`src/rtl/muldiv_pkg.sv`:
```
// Shared encodings for the M-extension multiply/divide unit.
package muldiv_pkg;

  localparam logic [2:0] F3_MUL    = 3'b000;
  localparam logic [2:0] F3_MULH   = 3'b001;
  localparam logic [2:0] F3_MULHSU = 3'b010;
  localparam logic [2:0] F3_MULHU  = 3'b011;
  localparam logic [2:0] F3_DIV    = 3'b100;
  localparam logic [2:0] F3_DIVU   = 3'b101;
  localparam logic [2:0] F3_REM    = 3'b110;
  localparam logic [2:0] F3_REMU   = 3'b111;

  localparam logic [6:0] FUNCT7_MULDIV = 7'b0000001;

  typedef enum logic [1:0] {
    IDLE,
    PREP,
    CALC,
    DONE
  } stateT;

  // rs1 is treated as two's complement for these operations.
  function automatic logic isSignedA(input logic [2:0] funct3);
    return funct3 inside {F3_MULH, F3_MULHSU, F3_DIV, F3_REM};
  endfunction

  // rs2 is treated as two's complement for these operations.
  function automatic logic isSignedB(input logic [2:0] funct3);
    return funct3 inside {F3_MULH, F3_DIV, F3_REM};
  endfunction

endpackage

```
`src/rtl/muldiv_iter.sv`:
```
// One radix-2 step: shift-add multiply or restoring divide on unsigned magnitudes.
// Multiply: {hi,lo} holds {partial product, remaining multiplier}, operand = multiplicand.
// Divide:   {hi,lo} holds {partial remainder, dividend/quotient}, operand = divisor.
module muldiv_iter
  import muldiv_pkg::*;
#(
  parameter int XLEN = 32
) (
  input  logic            isDiv,
  input  logic [XLEN-1:0] hiIn,
  input  logic [XLEN-1:0] loIn,
  input  logic [XLEN-1:0] operand,
  output logic [XLEN-1:0] hiOut,
  output logic [XLEN-1:0] loOut
);

  logic [XLEN:0] addSum;
  logic [XLEN:0] shifted;
  logic [XLEN:0] trialDiff;

  // Compute both step flavours and select the one for the current operation.
  always_comb begin
    // NOTE: every output gets a default first so no path can infer a latch.
    hiOut     = hiIn;
    loOut     = loIn;
    addSum    = {1'b0, hiIn} + (loIn[0] ? {1'b0, operand} : '0);
    shifted   = {hiIn, loIn[XLEN-1]};
    // The partial remainder stays below the divisor, so bit XLEN of the
    // difference is set exactly when the trial subtraction would go negative.
    trialDiff = shifted - {1'b0, operand};
    if (isDiv) begin
      if (!trialDiff[XLEN]) begin
        hiOut = trialDiff[XLEN-1:0];
        loOut = {loIn[XLEN-2:0], 1'b1};
      end else begin
        hiOut = shifted[XLEN-1:0];
        loOut = {loIn[XLEN-2:0], 1'b0};
      end
    end else begin
      hiOut = addSum[XLEN:1];
      loOut = {addSum[0], loIn[XLEN-1:1]};
    end
  end

endmodule

```
`src/rtl/muldiv_unit.sv`:
```
// Iterative RV32/64 M-extension multiply/divide unit with valid/ready handshakes.
module muldiv_unit
  import muldiv_pkg::*;
#(
  parameter int XLEN = 32
) (
  input  logic            iClk,
  input  logic            iRstN,
  input  logic            iValid,
  output logic            oReady,
  input  logic [XLEN-1:0] iDataA,
  input  logic [XLEN-1:0] iDataB,
  input  logic [2:0]      iFunct3,
  input  logic [6:0]      iFunct7,
  output logic            oValid,
  input  logic            iReady,
  output logic [XLEN-1:0] oData,
  output logic            oZero,
  output logic            oIllegal
);

  localparam int CW = $clog2(XLEN);
  localparam logic [XLEN-1:0] MIN_NEG = {1'b1, {(XLEN-1){1'b0}}};

  stateT           state, nextState;
  logic [XLEN-1:0] opA, opB, accHi, accLo, stepOp;
  logic [XLEN-1:0] iterHi, iterLo, specialData, finalData;
  logic [XLEN-1:0] quotient, remainder;
  logic [2*XLEN-1:0] product;
  logic [2:0]      funct3Q;
  logic [6:0]      funct7Q;
  logic [CW-1:0]   count;
  logic            negQ, negR, negA, negB;
  logic            accept, illegalIn, divZeroIn, overflowIn, specialIn, lastIter;

  assign oReady   = (state == IDLE);
  assign oValid   = (state == DONE);
  assign oZero    = oValid && (oData == '0);
  assign oIllegal = oValid && (funct7Q != FUNCT7_MULDIV);

  assign accept     = iValid && oReady;
  assign illegalIn  = (iFunct7 != FUNCT7_MULDIV);
  assign divZeroIn  = iFunct3[2] && (iDataB == '0);
  assign overflowIn = (iFunct3 == F3_DIV || iFunct3 == F3_REM) &&
                      (iDataA == MIN_NEG) && (iDataB == '1);
  assign specialIn  = illegalIn || divZeroIn || overflowIn;
  assign lastIter   = (count == CW'(XLEN - 1));
  assign negA       = isSignedA(funct3Q) && opA[XLEN-1];
  assign negB       = isSignedB(funct3Q) && opB[XLEN-1];

  muldiv_iter #(.XLEN(XLEN)) uIter (
    .isDiv   (funct3Q[2]),
    .hiIn    (accHi),
    .loIn    (accLo),
    .operand (stepOp),
    .hiOut   (iterHi),
    .loOut   (iterLo)
  );

  // Results that bypass the iterative datapath, decided from the request itself.
  always_comb begin
    specialData = '0;
    if (illegalIn) begin
      specialData = '0;
    end else if (divZeroIn) begin
      specialData = iFunct3[1] ? iDataA : '1;
    end else if (overflowIn) begin
      specialData = iFunct3[1] ? '0 : iDataA;
    end
  end

  // Re-apply signs to the magnitude result of the final iteration and pick the field.
  always_comb begin
    product   = negQ ? -{iterHi, iterLo} : {iterHi, iterLo};
    quotient  = negQ ? -iterLo : iterLo;
    remainder = negR ? -iterHi : iterHi;
    finalData = product[XLEN-1:0];
    unique case (funct3Q)
      F3_MUL:                       finalData = product[XLEN-1:0];
      F3_MULH, F3_MULHSU, F3_MULHU: finalData = product[2*XLEN-1:XLEN];
      F3_DIV, F3_DIVU:              finalData = quotient;
      default:                      finalData = remainder;
    endcase
  end

  // State register.
  always_ff @(posedge iClk or negedge iRstN) begin
    // NOTE: sequential state uses non-blocking assignments so every register updates together at the edge.
    if (!iRstN) state <= IDLE;
    else        state <= nextState;
  end

  // Next-state logic; DONE waits for the consumer, and IDLE is only re-entered from DONE.
  always_comb begin
    nextState = state;
    unique case (state)
      IDLE:    if (accept) nextState = specialIn ? DONE : PREP;
      PREP:    nextState = CALC;
      CALC:    if (lastIter) nextState = DONE;
      DONE:    if (iReady) nextState = IDLE;
      default: nextState = IDLE;
    endcase
  end

  // Operand capture, sign preparation, iteration and result registering.
  always_ff @(posedge iClk or negedge iRstN) begin
    if (!iRstN) begin
      opA     <= '0;
      opB     <= '0;
      funct3Q <= '0;
      funct7Q <= FUNCT7_MULDIV;
      accHi   <= '0;
      accLo   <= '0;
      stepOp  <= '0;
      negQ    <= 1'b0;
      negR    <= 1'b0;
      count   <= '0;
      oData   <= '0;
    end else begin
      unique case (state)
        IDLE: begin
          if (accept) begin
            opA     <= iDataA;
            opB     <= iDataB;
            funct3Q <= iFunct3;
            funct7Q <= iFunct7;
            if (specialIn) oData <= specialData;
          end
        end
        PREP: begin
          accHi  <= '0;
          accLo  <= negA ? -opA : opA;
          stepOp <= negB ? -opB : opB;
          negQ   <= negA ^ negB;
          negR   <= negA;
          count  <= '0;
        end
        CALC: begin
          accHi <= iterHi;
          accLo <= iterLo;
          count <= count + 1'b1;
          if (lastIter) oData <= finalData;
        end
        default: ;
      endcase
    end
  end

endmodule

```
`config.mk`:
```
export PLATFORM = sky130hd
export DESIGN_NAME = muldiv_unit
export DESIGN_NICKNAME = d
export VERILOG_FILES = /design/src/rtl/muldiv_pkg.sv /design/src/rtl/muldiv_iter.sv /design/src/rtl/muldiv_unit.sv
export SDC_FILE = /design/constraint.sdc
export NUM_CORES = 1
export LEC_CHECK = 0
export ABC_CLOCK_PERIOD_IN_PS = 4600
export CAP_MARGIN = 25
export CORE_MARGIN = 2
export CORE_UTILIZATION = 45
export CTS_CLUSTER_SIZE = 16
export DETAILED_ROUTE_END_ITERATION = 8
export GPL_TIMING_DRIVEN = 0
export PLACE_DENSITY = 0.66
export SYNTH_ARGS = -nofsm -noshare
export SYNTH_HDL_FRONTEND = slang
export SYNTH_SLANG_ARGS = --single-unit
export TNS_END_PERCENT = 10
```
`constraint.sdc`:
```
create_clock -name iClk -period 4.6 [get_ports iClk]
set_clock_uncertainty 0.15 [all_clocks]
set_input_delay 0.69 -clock iClk [delete_from_list [all_inputs] [get_ports iClk]]
set_output_delay 0.69 -clock iClk [all_outputs]
set_load 0.05 [all_outputs]
```
Word level (Yosys, flattened, before mapping)
Index checks and enable logic that the tools add are counted.

Add/subtract/negate cells: 8. Multiply operators: 0. Div/mod/pow operators: 0. Magnitude comparators: 0. Equal/unequal tests: 20. Shift operators: 0. Muxes and demuxes: 28. Bitwise logic cells: 1. Reductions and logical operators: 24.

Operators by type and width (number): $mux 32 (16); $pmux 32 s2 (3); $neg 32->32 (4); $pmux 32 s3 (1); $eq 32x32->1 const B (2); $logic_not 32->1 (2); $mux 64 (1); $neg 64->64 (1); $add 32x33->33 (1); $sub 33x32->33 (1); $eq 3x3->1 const B (5); $ne 7x1->1 const B (2); $pmux 5 s2 (1); $logic_and 1x1->1 (8); $mux 2 (4); $pmux 2 s4 (1); $eq 3x2->1 const B (2); $ne 2x1->1 const B (3); $add 5x1->5 const B (1); $eq 5x5->1 const B (1); $eq 2x2->1 const B (2); $reduce_and 4->1 (1); $reduce_bool 2->1 (2); $reduce_bool 4->1 (1); 13 further kinds (15).

Flip-flop bits (word level): 211. Bits in latches: 0. Memory bits (writable): 0. ROM bits: 0. Bits of input ports: 78. Output and inout port bits: 36. Word-level logic and storage cells: 93. Memories: 0.

Longest topological paths before layout
Word-level depth: 10. Gate-level depth with buffers: 24. Mapped depth without buffers: 21.

Hierarchy
Synthesis repeated with hierarchy kept, for this count alone.

Cells, all modules: 2117. Area total of the unflattened synthesis: 17540.6 um2.

Modules (own cells, without submodules): muldiv_unit (instances 1, cells each 1465, area an instance 13015.0 um2); muldiv_iter (instances 1, cells each 652, area an instance 4525.6 um2).

Least setup slack after synthesis
OpenSTA, ideal clock, no wires.

Kind: reg2reg. Start: register accLo[31]. End: register oData[24]. Library setup time: 0.124 ns. Arrival time: 4.827 ns. Path slack: -0.500 ns. Cell stages (with the launch flop): 24. Buffers on the path: 4. Clock period less this slack: 5.100 ns. Cells stage by stage: dfrtp_1 inv_1 ha_1 inv_1 fa_1 a211oi_1 o211ai_1 and3_1 o21ai_0 a211oi_4 buf_6 buf_6 mux2_2 nand2_1 inv_1 ha_1 and3_1 clkbuf_1 and4bb_1 or4b_1 buf_2 or4_1 a31oi_1 o21ai_1.

Word-level cells in the longest chain between the ends: 8.

Ends and longest elaborated chain: start, declared (line muldiv_unit.sv:26) `logic [XLEN-1:0] opA, opB, accHi, accLo, stepOp;`; start signal, assigned (line muldiv_unit.sv:132) `accLo <= negA ? -opA : opA;`; start signal, assigned (line muldiv_unit.sv:140) `accLo <= iterLo;`; $sub 33x32->33 (line muldiv_iter.sv:30) `trialDiff = shifted - {1'b0, operand};`; $mux 1 / $mux 32 (equally long branches) (line muldiv_iter.sv:32) `if (!trialDiff[XLEN]) begin`; $mux 32 (line muldiv_iter.sv:31) `if (isDiv) begin`; $neg 64->64 (tied with other cells) (line muldiv_unit.sv:74) `product = negQ ? -{iterHi, iterLo} : {iterHi, iterLo};`; $mux 64 (tied with other cells) (line muldiv_unit.sv:74); $pmux 32 s3 * (line muldiv_unit.sv:78) `unique case (funct3Q)`; $mux 32 * (line muldiv_unit.sv:142) `if (lastIter) oData <= finalData;`; $pmux 32 s2 * (line muldiv_unit.sv:120) `unique case (state)`; end signal, assigned (line muldiv_unit.sv:127) `if (specialIn) oData <= specialData;`; end signal, assigned (line muldiv_unit.sv:142); end, declared (line muldiv_unit.sv:17) `output logic [XLEN-1:0] oData,`.

Mark *: on every way between the ends. The rest lies on a longest branch, timed or not. The select of a mux whose other input is x is not followed. A chain may end at the register's enable or synchronous reset.

Worst setup path in the final report
Start: register stepOp[26]. End: register oData[24].

Word-level cells in the longest chain between the ends: 8.

Ends and longest elaborated chain: start, declared (line muldiv_unit.sv:26); start signal, assigned (line muldiv_unit.sv:133) `stepOp <= negB ? -opB : opB;`; $sub 33x32->33 * (line muldiv_iter.sv:30); $mux 1 / $mux 32 (equally long branches) (line muldiv_iter.sv:32); $mux 32 (line muldiv_iter.sv:31); $neg 64->64 (tied with other cells) (line muldiv_unit.sv:74); $mux 64 (tied with other cells) (line muldiv_unit.sv:74); $pmux 32 s3 * (line muldiv_unit.sv:78); $mux 32 * (line muldiv_unit.sv:142); $pmux 32 s2 * (line muldiv_unit.sv:120).

Marked as above.

==> summary.md <==
| Metric | Value |
|---|---|
| Total grt overflow | 0 |
| Largest net degree at the start of global routing | approximately 110 |
| Yosys warnings | 0 |
| Placed wire-length estimate | approximately 63,000 um |
| Routed wire length | ~83,000 um |
| Area after DPL | slightly above 20,000 sq um |
| Outcome | finished with violations |
| DIE HEIGHT | between 200 and 250 um |
| Period utilisation layout | 108% |
| Register bit total from synthesis | between 200 and 250 |
| Initial antenna violation count | 3 |
| Synth Flop Type | dfrtp_1 |
| Vias in the first global route | between 15,000 and 20,000 |
| Worst skew pair latency | 0.57 ns |
| Failing checks | negative hold slack, negative setup slack |
| Nets | roughly 2,700 |
| Area of the multi-input gates | approximately 13,000 sq um |
| First-pass DRT Iterations | 7 |
| Worst slew pin tran | 0.997 ns |
| Clk buf depth | 3 |
| R2R Setup Slk | -0.37 ns |
| Diodes inserted | 0 |
| Ratio of cells with drive above 1 in the final layout | 19.0% |
| Pins Over Slew Limit | 0 |
| Max Fclk | about 0.2 GHz |
| DRC | 0 |
| Final Util | 57.9% |
| Initial Utilization | about 46% |
| WP data required | between 4 and 5 ns |
| Rel. slew slack | about a third |
| Area Overhead vs Synth | 26.2% |
| Worst Reg-to-Reg Cells | 16 |
| Synth cell types | 101 |
| WHS | -0.0485 ns |
| Core area | about 40,000 sq um |
| Total CTS buffers | 26 |
| CTS tree | yes |
| Post-synth EDFFs | 0 |
| Setup violators final | 28 |
| Via count | just under 20,000 |
| # IOs | 114 |
| Setup ws final | -0.369 ns |
| Number of port buffers | 113 |
| Post-synth ARST share | 100% |
| Crit Path Max Fanout | 8 |
| Worst Setup Start Kind | register |
| Average cell area after synthesis | between 8 and 9 sq um |
| Sequential share of the synthesized area | 28.8% |
| Sequential Area | 5300 sq um |
| Via/cell ratio | ~6.5 |
| Total GRT Usage | between 30% and 40% |
| RSZ-0062 raised after global routing | yes |
| Drt wl/cell | between 20 and 30 um |
| Die area | between 40,000 and 50,000 sq um |
| R2R Path Start | stepOp[26] |
| CP endpoint kind | register |
| First DRT Iteration DRCs | 2,225 |
| Final Hold Viols | 9 |
| Min-delay worst type | in2async |
| # clock sinks | between 200 and 250 |
| Maxcap violations | 0 |
| Root Driver | clkbuf_16 |
| Reg clk slew, reported paths | 0.07 ns |
| Die Span X | between 200 and 250 um |
| H-tree levels | 1 |
| Mapped Cells | roughly 2,300 |
| CP arrival | 5.25 ns |
| Placer Congestion | between 0.9 and 1 |
| Reg-to-reg endpoint | oData[24] |
| Final Cell Area | roughly 23,000 sq um |
| Worst Path Class, Setup | reg2reg |
| # rows | 73 |
| DRT antenna net count | 0 |
| Mapped Area | 18,400 sq um |
| Filler cells | approximately 3,700 |
| Post-Syn Nets | between 2,000 and 2,500 |
| Min Tclk post-route | ~5.0 ns |
| First-pass GRT wire length | 121,000 um |
## layer usage
layer / GRT usage (%) / wire length (um) / vias to the layer above
met5: 0 / 27 / -
met4: 14.8 / 3480 / 4
met3: 8.12 / 8140 / 209
met2: 56.3 / 34800 / 1076
met1: 55.3 / 36300 / 9719
li1: - / - / 8844
## timing repair
| action | 4_1_cts | 5_1_grt |
|---|---|---|
| setup buffers | 75 | 38 |
| hold buffers | 0 | 0 |
| setup endpoints to repair | 75 | 39 |
| pin swaps | 70 | 76 |
| gates resized for setup | 185 | 107 |
## layout make-up
cell class                 instances  share of cell area [%]
timing repair buffer             231                    9.17
buffer                           114                    2.41
inverter                         135                    2.20
clock inverter                    11                   0.670
sequential                       211                    22.9
tap                              525                    2.84
multi-input combinational       1799                    56.7
clock buffer                      36                    3.14
## worst max-delay path: stages (launching register included)
cell      delay, ns
dfrtp_2        0.47
inv_1          0.12
ha_4           0.23
and2_4         0.17
a211o_4        0.36
a221o_1        0.43
nor3_4         0.23
a211oi_4       0.12
buf_6          0.14
buf_6          0.11
or3_4          0.33
a32o_2         0.29
and4bb_2       0.36
or4b_4         0.55
or4_1          0.50
a31oi_1        0.17
o21ai_1        0.08
## state kept, by name (all words and copies together), names as in the netlist, 2 cells and up
register and cells:
accHi 32, accLo 32, oData 32, opA 32
opB 32, stepOp 32, funct7Q 7, count 5
funct3Q 3, state 2
## layout by cell type (no fill, tap or decap), types with 11 or more instances in the layout
cell type,synthesis,routed
nand2_1,190,186
o31ai_1,30,24
dfrtp_2,0,17
buf_4,0,109
dfrtp_1,210,193
or4_1,15,12
o21bai_1,11,11
and3_1,15,11
nor3_1,44,40
a21oi_2,1,15
nand3_1,63,60
o22ai_1,37,36
and2_1,40,39
nor2_1,183,176
clkdlybuf4s50_1,0,112
a21oi_1,172,152
xor2_1,59,58
nor4_1,36,31
buf_6,3,14
o211ai_1,42,42
a31oi_1,42,37
o21ai_0,183,166
mux2i_1,39,34
or3_1,20,16
a211oi_1,19,11
ha_1,74,58
o21ai_1,11,24
o21a_1,11,11
nand4_1,36,36
mux2_2,81,79
a21o_1,24,24
clkbuf_1,102,81
clkbuf_16,0,26
inv_1,131,126
xnor2_1,122,120
## synth_stat cells, drive strengths merged, types with 47 or more instances
master | n | area [sq um]
dfrtp | 210 | 5260
o21ai | 195 | 980
nand2 | 190 | 713
nor2 | 183 | 687
a21oi | 173 | 870
inv | 132 | 495
xnor2 | 122 | 1070
clkbuf | 103 | 388
mux2 | 81 | 912
ha | 74 | 926
nand3 | 64 | 325
xor2 | 59 | 517
nor3 | 47 | 250
## worst max path at each step
stage               start        end  slack [ns]  depth (start not counted)
6_report       stepOp[26]  oData[24]       -0.37                         16
5_1_grt          accHi[6]  oData[31]       -0.51                         20
4_1_cts        stepOp[27]  oData[24]       -0.43                         17
3_5_place_dp    accLo[31]  oData[18]       -2.25                         21
3_3_place_gp        iRstN     opA[3]       -6.70                          1
2_1_floorplan  stepOp[27]  oData[24]       -0.12                         22
## through the flow
stage	hold slack [ns]	cells	TNS [ns]	setup WS, ns
2_1_floorplan	0.244	2275	-0.545	-0.119
3_3_place_gp	0.339	2913	-1480.52	-6.70
3_5_place_dp	0.345	2919	-76.67	-2.25
4_1_cts	0.0231	3030	-6.65	-0.428
5_1_grt	-0.00622	3062	-9.80	-0.507
6_report	-0.0485	3062	-6.40	-0.369
## logic make-up (layout without fill, tap and decap cells)
family	after synthesis	in the layout	synth area share [%]
buf+inv	265	527	5.66
fa+ha+maj	76	76	5.26
xor+xnor	181	181	8.64
compound gates	708	708	25.1
simple gates	714	714	19.4
mux	120	120	7.10
flops	211	211	28.8
Power is left out: the tool's default activity adds up to more than one toggle a clock period on the data nets, which glitch-free logic cannot reach.
==> edit 1: new RTL, config.mk and constraints unchanged <==
Re-encode `stateT` (4 states) as Gray code, 2 bits wide.
--- a/src/rtl/muldiv_pkg.sv
+++ b/src/rtl/muldiv_pkg.sv
@@ -14,8 +14,8 @@
 
   typedef enum logic [1:0] {
-    IDLE,
-    PREP,
-    CALC,
-    DONE
+    IDLE = 2'b00,
+    PREP = 2'b01,
+    CALC = 2'b11,
+    DONE = 2'b10
   } stateT;
 
Check against the original RTL: no difference found for any inputs over 4 cycles, from zero or initial values and one cycle with iRstN low; so few cycles prove little.
==> edit 1 against the unedited design <==
The run ends with setup timing left; final area fell by 0.52%; sequential cell count did not move; worst setup slack got worse by 0.39 ns; die area rose by 0.38%; worst hold slack improved by 0.096 ns; wire length fell by 6.6%; sequential share of layout area rose by 0.14 points; synthesized area rose by 0.39%; count of clock-buffer cells in the layout fell by 8; critical endpoint is now oData[30]$_DFFE_PN0P_.
==> edit 1: results (changes against the unedited design) <==
Run status
The flow ran to the end, but the final reports show violations. The checks that failed: setup timing.

GRT
The via count of the first global-routing pass was 18700 (-0.20%). The wire length of the first global-routing pass is 114000 µm (-5.5%). The total global routing track utilization came to 35.7% (-2.8 points). The number of antenna violations at the first check in global routing is 1 (-2). The pin count of the biggest net entering global routing is 115 (+6.5%).

Worst setup path
The slowest library cell on the worst path is dfrtp_1. The depth of the most critical reg-to-reg path is 24 (+8). The stage delay of the slowest cell on the critical path is 0.39 ns (-0.16 ns).

The worst register-to-register path begins at accLo[31]$_DFFE_PN0P_. In this run the critical register-to-register path is captured at oData[30]$_DFFE_PN0P_. The worst-path maximum fanout is 4 (-4). The critical path arrival is 5.63 ns (+0.38 ns).

Yosys
By count the netlist is led by 223 x nand2_1, 210 x dfrtp_1, 194 x o21ai_0. The net count of the mapped netlist was 2418 (-0.45%). Yosys attributes the largest share of cell area to dfrtp_1 29%, o21ai_0 5.3%, xnor2_1 4.8%, ha_1 4.8%, nand2_1 4.5%. The number of unique standard cell types used by synthesis is 112 (+11%). The sequential element share of the synthesized area is 28.7% (-0.11 points). The number of synthesis warnings is 0 (unchanged).

CTS
The total number of H-tree levels is 1 (unchanged). The number of buffers added by the clock tree synthesis step is 25 (-3.8%). The clock-pin slew of the registers on the worst-case setup and hold paths is 0.06 ns.

The clock latency of the later-clocked register in the worst-skew pair came to 0.54 ns (-0.03 ns).

Routing
The post-detailed-route via-to-cell ratio is 6.49 (+0.12%). The detail-routed net length per standard cell is 25.2 µm (-6.8%). The number of detailed-route iterations in the first pass is 5 (-2). The violation count after the first detailed-routing iteration came to 2227 (+0.090%).

Pwr
The cell internal power dissipation is approximately 6.8 mW. The worst voltage drop across the vdd grid is roughly 0.33 mV. Overall power consumption after layout is estimated at 13.4 mW.

STA
The final number of hold-violating endpoints is 0 (-9). The final number of setup-violating endpoints was 47 (+68%). The minimum hold slack was 0.0478 ns (+0.0963 ns). The transition time at the pin with the least slew margin is 1.09 ns (+0.0946 ns).

The final setup slack of the worst path is -0.764 ns (-0.394 ns).

Cells and area
The fraction of final layout cells sized beyond drive strength 1 is 18.2% (-0.77 points). The filler cell count is 3693 (-0.94%). The final net count is 2668 (-0.15%).

Placement
The post-DP HPWL is 59500 µm (-5.3%). The setup slack at placement is -2.22 ns (+0.0251 ns). The final RePlAce weighted congestion is 1.02 (+2.6%).
==> edit 1: changes by cell type after synthesis, sizes merged, moves of 12 or more <==
cell | before | now
buf | 27 | 39
xor2 | 59 | 77
o21ai | 195 | 221
nor3 | 47 | 64
nand2 | 190 | 223
clkbuf | 103 | 88
nand3 | 64 | 46
inv | 132 | 100
xnor2 | 122 | 101
o22ai | 37 | 13
a22o | 4 | 23
a21oi | 173 | 145
==> edit 1: kinds of logic after synthesis <==
logic type / share of synthesized area [%]
AND/OR/NAND/NOR: 20.0
AO/OA/AOI/OAI: 26.1
buffers and inverters: 5.01
flip-flops: 28.7
XOR/XNOR: 8.46
multiplexers: 6.85
adder cells (fa/ha/maj): 4.97
==> edit 1: metrics by stage <==
stage	std cells	cell area (µm²)	setup TNS, ns
6_report	3068	23000	-15.74
3_3_place_gp	2913	20300	-1386.06
5_1_grt	3067	23000	-22.41
3_5_place_dp	2914	20300	-59.23
2_1_floorplan	2268	18500	-0.784
4_1_cts	3029	22400	-11.10
==> edit 1: worst max-delay path: cells and delay by family, from the launching register on <==
family / cells / cell delay [ns]
AOI/OAI and AO/OA: 7 / 1.54
adders and majority gates: 3 / 0.65
buffers and inverters: 4 / 0.37
DFF: 1 / 0.39
muxes: 1 / 0.21
and+or+nand+nor: 9 / 1.92
==> edit 1: worst max path at each step <==
| stage | startpoint | to | slack (ns) | cells after the start |
|---|---|---|---|---|
| 3_5_place_dp | funct3Q[2]$_DFFE_PN0P_ | oData[30]$_DFFE_PN0P_ | -2.22 | 20 |
| 4_1_cts | accLo[31]$_DFFE_PN0P_ | oData[30]$_DFFE_PN0P_ | -0.71 | 24 |
| 2_1_floorplan | accLo[31]$_DFFE_PN0P_ | oData[30]$_DFFE_PN0P_ | -0.29 | 23 |
| 5_1_grt | accLo[31]$_DFFE_PN0P_ | oData[30]$_DFFE_PN0P_ | -0.83 | 24 |
| 3_3_place_gp | iRstN | opB[8]$_DFFE_PN0P_ | -6.36 | 1 |
| 6_report | accLo[31]$_DFFE_PN0P_ | oData[30]$_DFFE_PN0P_ | -0.76 | 24 |
==> edit 1: cell type report <==
type                       instances  area (µm²)  area share, %
multi-input combinational       1829       13100           56.9
antenna                            1        2.50         0.0109
sequential                       211        5310           23.0
clock buffer                      28         667           2.89
tap                              532         666           2.89
clock inverter                    16         200          0.869
inverter                         101         383           1.66
buffer                           124         664           2.88
timing repair buffer             226        2040           8.86
==> edit 1: metal layers <==
metal	track usage (%)	wire length, µm	up-vias
met2	54.1	33300	1115
met1	48.3	32100	9698
li1	-	-	8867
met3	9.29	8390	232
met4	14.7	3520	2
met5	0	12	-
==> edit 1: repair_timing <==
action                     CTS  global route
setup buffers               71            44
pin swaps                   42            59
hold buffers                 0             0
setup endpoints to repair   81            69
gates resized for setup    155           112
==> edit 2: new RTL, same settings <==
Made on the original files. `XLEN` is set to 32 in 2 places; all go to 16.
--- a/src/rtl/muldiv_iter.sv
+++ b/src/rtl/muldiv_iter.sv
@@ -5,5 +5,5 @@
   import muldiv_pkg::*;
 #(
-  parameter int XLEN = 32
+  parameter int XLEN = 16
 ) (
   input  logic            isDiv,
--- a/src/rtl/muldiv_unit.sv
+++ b/src/rtl/muldiv_unit.sv
@@ -3,5 +3,5 @@
   import muldiv_pkg::*;
 #(
-  parameter int XLEN = 32
+  parameter int XLEN = 16
 ) (
   input  logic            iClk,
Interface: changed (resized iDataA, iDataB and oData); port bits go from 114 to 66. No check against the original RTL was run, so the function may have changed too.
==> edit 2 against the unedited design <==
Wire length is 62% lower; sequential cell count is 97 lower; final area decreased by 50%; worst setup slack gained 0.47 ns; sequential share of layout area increased by 2.0 points; synthesized area down 48%; final cell count fell by 49%; largest cell class unchanged.
Power is left out: the tool's default activity adds up to more than one toggle a clock period on the data nets, which glitch-free logic cannot reach.
==> edit 2: results (changes against the unedited design) <==
Worst setup path
The depth of the most critical reg-to-reg path is 21 (+5). The slowest stage of the critical path belongs to the cell or4_1. The source of the critical timing path is iDataA[7]. The register-to-register path setup slack is 0.11 ns (+0.48 ns).

The startpoint identified for the worst register-to-register timing path is stepOp[9]$_DFFE_PN0N_.

STA
The transition time at the pin with the least slew margin is 0.869 ns (-0.128 ns). The minimum hold slack was 0.356 ns (+0.404 ns).

Cells and area
The combined area of the multi-input logic cells is 0.00636 mm² (-52%). The area share of buffers outside the clock network is 9.49% (-2.1 points). The final net count came to 1352 (-49%). The fraction of final layout cells sized beyond drive strength 1 is 13.3% (-5.7 points). The share of the final layout cell area in sequential cells was 24.9% (+2.0 points). The non-clock inverter total of the final layout came to 74 (-45%). The count of plain and timing-repair buffers in the layout is 142 (-59%). The clock buffer and inverter area fraction after layout is 4.88% (+1.1 points). The number of non-filler instances in the completed layout was 1551 (-49%). The final-layout clock buffer total came to 18 (-50%). The filler cell count is 2044 (-45%). The sequential cell count of the final layout is 114 (-46%).

Routing
The highest layer touched by signal routing is met4. The violation count after the first detailed-routing iteration is 986 (-56%). The detail-routed net length per standard cell was 20.4 µm (-24%). The routed length on met3 is 2510 µm (-69%). The wire length on met1 is 14200 µm (-61%).

Placement
The placed cell area is 0.0106 mm² (-48%). The final RePlAce weighted congestion was 0.998 (+0.77%). The count of buffers from port buffering was 65 (-42%). The number of cells in the design after placement is 1501 (-49%).

Yosys
The predominant post-synthesis flop cell is dfrtp_1. The average footprint of a synthesized cell is 8.24 µm² (+2.1%). The number of unique standard cell types used by synthesis is 92 (-8.9%). The synthesized cell area was 0.00956 mm² (-48%). In the synthesized netlist, the cells that appear most often are 116 x nor2_1, 113 x dfrtp_1, 84 x nand2_1.

By area the synthesized netlist is led by dfrtp_1 30%, mux2_2 5.7%, ha_1 5.4%, nor2_1 4.6%, o21ai_0 4.3%. The net count of the mapped netlist came to 1249 (-49%). The sequential element share of the synthesized area is 29.9% (+1.1 points).

GRT
The global routing met1 resource utilization is 41.0% (-14 points). The total global routing track utilization is 28.9% (-9.6 points). The global-route track usage on met2 is 43.5% (-13 points). The via count of the first global-routing pass is 8956 (-52%). The number of antenna violations at the first check in global routing is 1 (-2). The wire length of the first global-routing pass came to 49800 µm (-59%). The met3 demand-to-capacity share in global routing is 5.40% (-2.7 points).

Worst hold path
The tightest min-delay check is of the flop to flop type.

CTS
The clock latency of the later-clocked register in the worst-skew pair is 0.43 ns (-0.14 ns). The maximum root-to-sink buffer count came to 2 (-1).

Run status
The run finished with clean final reports.
[edit 2: cell count changes in the layout (fill, tap and decap cells not counted), sizes merged, moves of 79 or more]
cell   delta
nand2   -103
buf     -107
xnor2    -79
dfrtp    -97
a21oi    -90
o21ai   -108
[edit 2: worst max path at each step]
stage / end / slack [ns] / cells past startpoint
floorplan: oData[10]$_DFFE_PN0P_ / 0.15 / 20
global placement: opB[7]$_DFFE_PN0P_ / -1.94 / 1
detailed placement: oData[10]$_DFFE_PN0P_ / -0.88 / 20
CTS: oData[10]$_DFFE_PN0P_ / -0.002 / 20
global route: oData[14]$_DFFE_PN0P_ / -0.03 / 19
finish: oData[10]$_DFFE_PN0P_ / 0.1 / 12
[edit 2: worst register-to-register path, stage by stage (launching register included)]
cell      delay, ns
dfrtp_1        0.43
inv_1          0.07
ha_1           0.28
buf_6          0.14
a21o_1         0.23
a21o_1         0.23
buf_4          0.15
a211oi_4       0.27
buf_12         0.16
nand3_4        0.14
nand2_4        0.15
buf_4          0.21
o211ai_1       0.14
o21ai_2        0.15
ha_4           0.20
nand4_1        0.08
buf_4          0.19
buf_4          0.15
or4_1          0.50
nand4_1        0.10
nand3_1        0.08
o21a_1         0.17
[edit 2: logic make-up after synthesis]
group	after synthesis	share of synthesized area [%]
compound gates	338	24.1
xor+xnor	72	6.60
fa+ha+maj	43	5.78
buf+inv	132	5.38
flops	114	29.9
mux	67	7.64
simple gates	394	20.7
[edit 2: timing repair]
item,in CTS,in global routing
setup buffers,7,11
hold buffers,1,0
setup endpoints to repair,12,13
gates cloned,0,0
gates resized for setup,28,18
pin swaps,6,7
endpoints found under the hold margin,11,0
